--- src/rtl/inst_prefetch_if.sv ---
`default_nettype none
// ============================================================================
//  Module      : inst_prefetch_if
//  Description : Bundle of the signals that connect the instruction prefetch
//                buffer to the redirect source, the instruction memory and
//                the decode stage.
//                  jump_flag / jump_addr : redirect request and target
//                  imem_rd_en / imem_addr: memory read strobe and address
//                  imem_rdata            : read data, one cycle after strobe
//                  inst_valid / inst_ready / inst / inst_addr : head handshake
//                  buf_count             : number of buffered entries
//                Modport master is the prefetch unit; modport slave is the
//                surrounding pipeline and memory.
//  Revision    : 1.0 - initial release
// ============================================================================
interface inst_prefetch_if #(
    parameter int INST_WIDTH = 8,
    parameter int ADDR_WIDTH = 4,
    parameter int DEPTH      = 4
);
    localparam int CNT_W = $clog2(DEPTH) + 1;

    logic                  jump_flag;
    logic [ADDR_WIDTH-1:0] jump_addr;
    logic                  imem_rd_en;
    logic [ADDR_WIDTH-1:0] imem_addr;
    logic [INST_WIDTH-1:0] imem_rdata;
    logic                  inst_valid;
    logic                  inst_ready;
    logic [INST_WIDTH-1:0] inst;
    logic [ADDR_WIDTH-1:0] inst_addr;
    logic [CNT_W-1:0]      buf_count;

    modport master (
        input  jump_flag,
        input  jump_addr,
        output imem_rd_en,
        output imem_addr,
        input  imem_rdata,
        output inst_valid,
        input  inst_ready,
        output inst,
        output inst_addr,
        output buf_count
    );

    modport slave (
        output jump_flag,
        output jump_addr,
        input  imem_rd_en,
        input  imem_addr,
        output imem_rdata,
        input  inst_valid,
        output inst_ready,
        input  inst,
        input  inst_addr,
        input  buf_count
    );
endinterface
`default_nettype wire

--- src/rtl/inst_prefetch.sv ---
`default_nettype none
// ============================================================================
//  Module      : inst_prefetch
//  Description : Instruction prefetch buffer. Streams sequential reads from
//                an instruction memory with one cycle of read latency into a
//                small FIFO of {instruction, address} pairs and presents the
//                head to decode with a valid/ready handshake. A redirect
//                flushes the FIFO, drops the read in flight and restarts
//                fetching at the redirect target.
//  Ports       : sys_clk  - clock, all state updates on its rising edge
//                sys_rst  - synchronous reset, active low
//                bus      - inst_prefetch_if.master (redirect, memory read
//                           port, decode handshake, occupancy)
//  Revision    : 1.0 - initial release
// ============================================================================
module inst_prefetch #(
    parameter int INST_WIDTH = 8,
    parameter int ADDR_WIDTH = 4,
    parameter int DEPTH      = 4
) (
    input  wire logic        sys_clk,
    input  wire logic        sys_rst,
    inst_prefetch_if.master  bus
);

    localparam int PTR_W   = $clog2(DEPTH);
    localparam int CNT_W   = PTR_W + 1;
    localparam int ENTRY_W = INST_WIDTH + ADDR_WIDTH;

    // ------------------------------------------------------------------
    // State
    // ------------------------------------------------------------------
    logic [ADDR_WIDTH-1:0] fetch_pc_q,     fetch_pc_d;
    logic                  pending_q,      pending_d;
    logic [ADDR_WIDTH-1:0] pending_addr_q, pending_addr_d;
    logic [PTR_W-1:0]      rd_ptr_q,       rd_ptr_d;
    logic [PTR_W-1:0]      wr_ptr_q,       wr_ptr_d;
    logic [CNT_W-1:0]      count_q,        count_d;

    // Entry layout: {instruction, address}
    logic [ENTRY_W-1:0]    fifo_q [DEPTH];

    // ------------------------------------------------------------------
    // Event decode
    // ------------------------------------------------------------------
    logic                  jump_w;
    logic [CNT_W:0]        inflight_w;
    logic                  issue_w;
    logic                  push_w;
    logic                  pop_w;
    logic                  valid_w;
    logic [ENTRY_W-1:0]    head_w;

    assign jump_w = sys_rst & bus.jump_flag;

    // Entries held plus the read still in flight. A read is only issued
    // when a slot is guaranteed for its data, so the FIFO can never be
    // pushed while full. A same-cycle pop deliberately earns no credit;
    // this keeps the issue path independent of inst_ready.
    assign inflight_w = {1'b0, count_q} + {{CNT_W{1'b0}}, pending_q};
    assign issue_w    = sys_rst & ~bus.jump_flag
                      & (inflight_w < (CNT_W+1)'(DEPTH));

    // Data of the read issued last cycle arrives now; a redirect discards it.
    assign push_w     = sys_rst & ~bus.jump_flag & pending_q;

    // Outputs are forced quiet while reset is held so nothing stale leaks
    // out before the reset edge has cleared the counters.
    assign valid_w    = sys_rst & (count_q != '0);

    // A handshake coinciding with a redirect is taken as consumed, but the
    // flush already clears the pointers, so no pointer update is needed.
    assign pop_w      = valid_w & bus.inst_ready & ~bus.jump_flag;

    assign head_w     = fifo_q[rd_ptr_q];

    // ------------------------------------------------------------------
    // Outputs
    // ------------------------------------------------------------------
    assign bus.imem_rd_en = issue_w;
    assign bus.imem_addr  = fetch_pc_q;
    assign bus.inst_valid = valid_w;
    assign bus.inst       = valid_w ? head_w[ENTRY_W-1:ADDR_WIDTH] : '0;
    assign bus.inst_addr  = valid_w ? head_w[ADDR_WIDTH-1:0]       : '0;
    assign bus.buf_count  = sys_rst ? count_q                      : '0;

    // ------------------------------------------------------------------
    // Next-state logic
    // ------------------------------------------------------------------
    always_comb begin
        fetch_pc_d     = fetch_pc_q;
        pending_d      = pending_q;
        pending_addr_d = pending_addr_q;
        rd_ptr_d       = rd_ptr_q;
        wr_ptr_d       = wr_ptr_q;
        count_d        = count_q;

        if (jump_w) begin
            // Redirect wins over every other event in the same cycle.
            fetch_pc_d = bus.jump_addr;
            pending_d  = 1'b0;
            rd_ptr_d   = '0;
            wr_ptr_d   = '0;
            count_d    = '0;
        end else begin
            if (issue_w) begin
                fetch_pc_d     = fetch_pc_q + ADDR_WIDTH'(1);
                pending_d      = 1'b1;
                pending_addr_d = fetch_pc_q;
            end else if (pending_q) begin
                pending_d      = 1'b0;
            end

            // Pointer widths equal log2(DEPTH), so increments wrap for free.
            if (push_w) begin
                wr_ptr_d = wr_ptr_q + PTR_W'(1);
            end
            if (pop_w) begin
                rd_ptr_d = rd_ptr_q + PTR_W'(1);
            end

            case ({push_w, pop_w})
                2'b10:   count_d = count_q + CNT_W'(1);
                2'b01:   count_d = count_q - CNT_W'(1);
                default: count_d = count_q;
            endcase
        end
    end

    // ------------------------------------------------------------------
    // State registers
    // ------------------------------------------------------------------
    always_ff @(posedge sys_clk) begin
        if (!sys_rst) begin
            fetch_pc_q     <= '0;
            pending_q      <= 1'b0;
            pending_addr_q <= '0;
            rd_ptr_q       <= '0;
            wr_ptr_q       <= '0;
            count_q        <= '0;
        end else begin
            fetch_pc_q     <= fetch_pc_d;
            pending_q      <= pending_d;
            pending_addr_q <= pending_addr_d;
            rd_ptr_q       <= rd_ptr_d;
            wr_ptr_q       <= wr_ptr_d;
            count_q        <= count_d;
        end
    end

    // FIFO storage has no reset; only entries below count are ever exposed.
    always_ff @(posedge sys_clk) begin
        if (push_w) begin
            fifo_q[wr_ptr_q] <= {bus.imem_rdata, pending_addr_q};
        end
    end

endmodule
`default_nettype wire

--- src/flat_wrapper.sv ---
// flat-port wrapper written by rule: the top's interface ports become plain ports
module inst_prefetch_flat 
#(
    parameter int INST_WIDTH = 8,
    parameter int ADDR_WIDTH = 4,
    parameter int DEPTH      = 4
)
  (sys_clk, sys_rst, bus_jump_flag, bus_jump_addr, bus_imem_rd_en, bus_imem_addr, bus_imem_rdata, bus_inst_valid, bus_inst_ready, bus_inst, bus_inst_addr, bus_buf_count);
  inst_prefetch_if #(.INST_WIDTH(INST_WIDTH), .ADDR_WIDTH(ADDR_WIDTH), .DEPTH(DEPTH)) bus_i ();
  input  wire logic sys_clk;
  input  wire logic sys_rst;
  input wire logic [$bits(bus_i.jump_flag)-1:0] bus_jump_flag;
  input wire logic [$bits(bus_i.jump_addr)-1:0] bus_jump_addr;
  output wire logic [$bits(bus_i.imem_rd_en)-1:0] bus_imem_rd_en;
  output wire logic [$bits(bus_i.imem_addr)-1:0] bus_imem_addr;
  input wire logic [$bits(bus_i.imem_rdata)-1:0] bus_imem_rdata;
  output wire logic [$bits(bus_i.inst_valid)-1:0] bus_inst_valid;
  input wire logic [$bits(bus_i.inst_ready)-1:0] bus_inst_ready;
  output wire logic [$bits(bus_i.inst)-1:0] bus_inst;
  output wire logic [$bits(bus_i.inst_addr)-1:0] bus_inst_addr;
  output wire logic [$bits(bus_i.buf_count)-1:0] bus_buf_count;
  assign bus_i.jump_flag = bus_jump_flag;
  assign bus_i.jump_addr = bus_jump_addr;
  assign bus_imem_rd_en = bus_i.imem_rd_en;
  assign bus_imem_addr = bus_i.imem_addr;
  assign bus_i.imem_rdata = bus_imem_rdata;
  assign bus_inst_valid = bus_i.inst_valid;
  assign bus_i.inst_ready = bus_inst_ready;
  assign bus_inst = bus_i.inst;
  assign bus_inst_addr = bus_i.inst_addr;
  assign bus_buf_count = bus_i.buf_count;
  inst_prefetch #(.INST_WIDTH(INST_WIDTH), .ADDR_WIDTH(ADDR_WIDTH), .DEPTH(DEPTH)) u_core (.sys_clk(sys_clk), .sys_rst(sys_rst), .bus(bus_i));
endmodule
--- config.mk ---
export PLATFORM = sky130hd
export DESIGN_NAME = inst_prefetch_flat
export DESIGN_NICKNAME = d
export VERILOG_FILES = /design/src/rtl/inst_prefetch_if.sv /design/src/rtl/inst_prefetch.sv /design/src/flat_wrapper.sv
export SDC_FILE = /design/constraint.sdc
export NUM_CORES = 1
export LEC_CHECK = 0
export ABC_AREA = 1
export CAP_MARGIN = 0
export CORE_MARGIN = 1.5
export CORE_UTILIZATION = 50
export DETAILED_ROUTE_END_ITERATION = 12
export PLACE_DENSITY = 0.71
export SYNTH_ARGS = -nofsm -noshare
export SYNTH_HDL_FRONTEND = slang
export SYNTH_SLANG_ARGS = --single-unit
--- constraint.sdc ---
create_clock -name sys_clk -period 2.66 [get_ports sys_clk]
set_clock_uncertainty 0.1 [all_clocks]
set_input_delay 0.399 -clock sys_clk [delete_from_list [all_inputs] [get_ports sys_clk]]
set_output_delay 0.399 -clock sys_clk [all_outputs]
set_load 0.01 [all_outputs]
==> results.yml, run 1 <==
clock_network:
  clockRootBuffer: "clkbuf_8"
  numCtsBuffers: 9
  clock_latency_ns: 0.32
  holdBufCountCts: 0
  cts_tree: "yes"
  h-tree-depth: 3
  clkTransAtPathRegs_ns: 0.07
  cts_max_path_buffers: 2
  clock_sinks: 66
global_routing:
  grt_antenna_before_repair: 0
  gr-total-overflow: 0
  grt_first_pass_wirelength_um: 8430
  grt_max_degree: 25
  grt_pass1_vias: 1893
  track_usage_pct: 18.4
setup_path:
  worst_setup_path_end_kind: "primary output"
  cp-start-kind: "flop"
  slowest_stage: "clkdlybuf4s50_1"
  worstPathCellList: "nand2_1, nand3_2, clkinvlp_4, buf_4, a21oi_1, clkdlybuf4s50_1"
  path_class: "reg2out"
  worstPathArrival_ns: 1.89
  critPathMaxFanout: 5
  crit_buf_inv: 3
  cpPeakStageDelay_ns: 0.54
  cp.required_ns: 2.16
  cp_top_family: "buffers and inverters"
placed_design:
  gp_congestion: 0.774
  port_buffers: 36
  hpwlAfterDp_um: 3320
  placed_cells: 375
floorplanning:
  die_w_um: 77.1
  rows: 26
  die-area_sq_um: 5940
  ios: 37
  core_sq_um: 5200
  start_util_pct: 52.7
  dieHeight_um: 77.1
sta:
  slew_viol_final: 0
  tightest_slew_ns: 0.469
  maxSlewHeadroom_pct: 68.7
  period_needed_ns: 2.39
  final_hold_viol_count: 0
  max_freq_mhz: 419
  finalSetupViolations: 0
  rsz0062_at_grt: "false"
  finalCritPeriodShare_pct: 89.8
final_layout:
  fillers: 402
  stdcell_count: 394
  drive_above_1_share_pct: 12.7
  syn2layout_area_growth_pct: 28.1
  final_net_count: 342
  n_antenna_cell: 0
logic_synthesis:
  avgSynthCellArea_sq_um: 10.4
  ys_ff_latch: 66
  syn-cell-area_sq_um: 2740
  synth.distinct_cells: 22
  synth_nets: 286
  netlist_instances: 263
  ys_seq_area_share_pct: 65.7
  yosys_warnings: 0
power_and_ir_drop:
  power_leakage_uw: 0.00149
  power_frac_seq_pct: 56.1
  p_int_uw: 1590
  power.density_nw_per_um2: 572
  switching_power_uw: 416
  netSwitchingFraction_pct: 20.7
  finalPower_uw: 2010
  ir_worst_vdd_v: 0.000261
  clockPowerShare_pct: 39.1
  p_comb_share_pct: 4.8
routing:
  postRouteWirelength_um: 5090
  vias: 1962
  viasPerCell: 4.98
  drtPass1Iterations: 4
  post-route-drc-count: 0
  drt_iter0_markers: 98
  post_drt_wl_per_cell_um: 12.9
  ant_nets: 0
job:
  cap_violations: 0
worst_hold_path:
  hold_class: "reg2reg"
outcome:
  status: "finished clean"
## area by class of cell
cell class                 count  area [sq um]  area share (%)
inverter                      26           103            2.92
sequential                    66          1800            51.3
tap                           70          87.6            2.49
timing repair buffer          53           515            14.7
multi-input combinational    163           813            23.1
clock buffer                   9           124            3.52
clock inverter                 7          70.1            1.99
## path summary, 6_finish.rpt
| path | start | slack, ns | cells after the start | endpoint |
|---|---|---|---|---|
| setup / recovery | u_core.count_q[2]$_SDFFE_PP0P_ | 0.27 | 6 | bus_inst[1] |
| setup reg to reg | u_core.count_q[2]$_SDFFE_PP0P_ | 0.60 | 11 | u_core.count_q[2]$_SDFFE_PP0P_ |
| hold reg to reg | u_core.pending_addr_q[2]$_SDFFE_PN0P_ | 0.40 | 0 | u_core.fifo_q[2][2]$_DFFE_PP_ |
| hold / removal | u_core.pending_addr_q[2]$_SDFFE_PN0P_ | 0.40 | 0 | u_core.fifo_q[2][2]$_DFFE_PP_ |
## through the flow
step                cell area (sq um)  util, %  TNS, ns  setup slack (ns)  hold WS, ns
CTS                              3460     66.4  -0.0364           -0.0364        0.398
floorplan                        2740        -        0             0.659        0.360
global placement                 3260     62.7        0            0.0341        0.383
global route                     3510     67.5        0             0.115        0.421
detailed placement               3260     62.7  -0.0335           -0.0335        0.391
finish                           3510     67.5        0             0.272        0.400
## cells in the mapped netlist, drive strengths merged
cell type	number	area [sq um]
a21oi	21	105
buf	4	20.0
clkbuf	4	15.0
clkinv	1	5.00
dfxtp	18	360
edfxtp	48	1440
fa	1	20.0
ha	6	75.1
inv	25	93.8
nand2	17	66.3
nand3	10	62.6
nand4	1	6.26
nor2	69	267
o21ai	33	165
or2	1	6.26
xnor2	2	17.5
xor2	2	17.5
## worst register-to-register path: stages, from the launching register on
cell and delay, ns:
dfxtp_1 0.37, nand2_1 0.10, nand3_2 0.13, nand3_1 0.12, inv_1 0.09, ha_1 0.14
inv_1 0.07, fa_1 0.38, a21oi_1 0.14, o21ai_0 0.10, xor2_1 0.16, nor2_1 0.06
## layer usage
metal	track usage, %	vias to the layer above	routed length (um)
li1	-	996	-
met1	21.8	916	2250
met2	32.8	40	2570
met3	3.69	10	204
met4	7.09	0	71
met5	0	-	0
## registers in the layout (all words and copies together) (netlist names), named ones only
name / cells
u_core.fifo_q: 48
u_core.rd_ptr_q: 2
u_core.count_q: 3
u_core.pending_q: 1
u_core.pending_addr_q: 4
u_core.wr_ptr_q: 2
u_core.bus.imem_addr: 4
## timing repair
| action | in CTS | in global routing |
|---|---|---|
| buffers inserted | 0 | 3 |
| resized for setup | 0 | 13 |
| setup endpoints to repair | 1 | 12 |
## power by group through the flow
stage                     Sequential [uW]  Clock [uW]  Combinational, uW
final                                1130         785               95.8
after global routing                 1130         847                107
after CTS                            1130         803               96.1
after detailed placement             1150           0               95.4
after global placement               1150           0               93.5
after floorplan                      1150           0               41.0
## kinds of logic (layout without fill, tap and decap cells)
family / Yosys count / in the layout / synth area share, %
fa+ha+maj: 7 / 7 / 3.47
buf+inv: 34 / 95 / 4.88
simple gates: 98 / 98 / 14.9
flops: 66 / 66 / 65.7
xor+xnor: 4 / 4 / 1.28
compound gates: 54 / 54 / 9.85
## cell usage in the layout (no fill, tap or decap), drive strengths merged
master / synthesis / final
a21oi: 21 / 21
buf: 4 / 17
bufinv: 0 / 1
clkbuf: 4 / 9
clkdlybuf4s50: 0 / 25
clkinv: 1 / 4
clkinvlp: 0 / 4
dfxtp: 18 / 18
dlymetal6s2s: 0 / 11
edfxtp: 48 / 48
fa: 1 / 1
ha: 6 / 6
inv: 25 / 24
nand2: 17 / 17
nand3: 10 / 10
nand4: 1 / 1
nor2: 69 / 69
o21ai: 33 / 33
or2: 1 / 1
xnor2: 2 / 2
xor2: 2 / 2
No activity file was read; power rests on OpenSTA's default activity.
==> run 2: changes to the inputs <==
Settings changed: CTS_CLUSTER_DIAMETER set to 200.
==> results of run 2 <==
Final layout, timing and power as in run 1 (identical DEF).
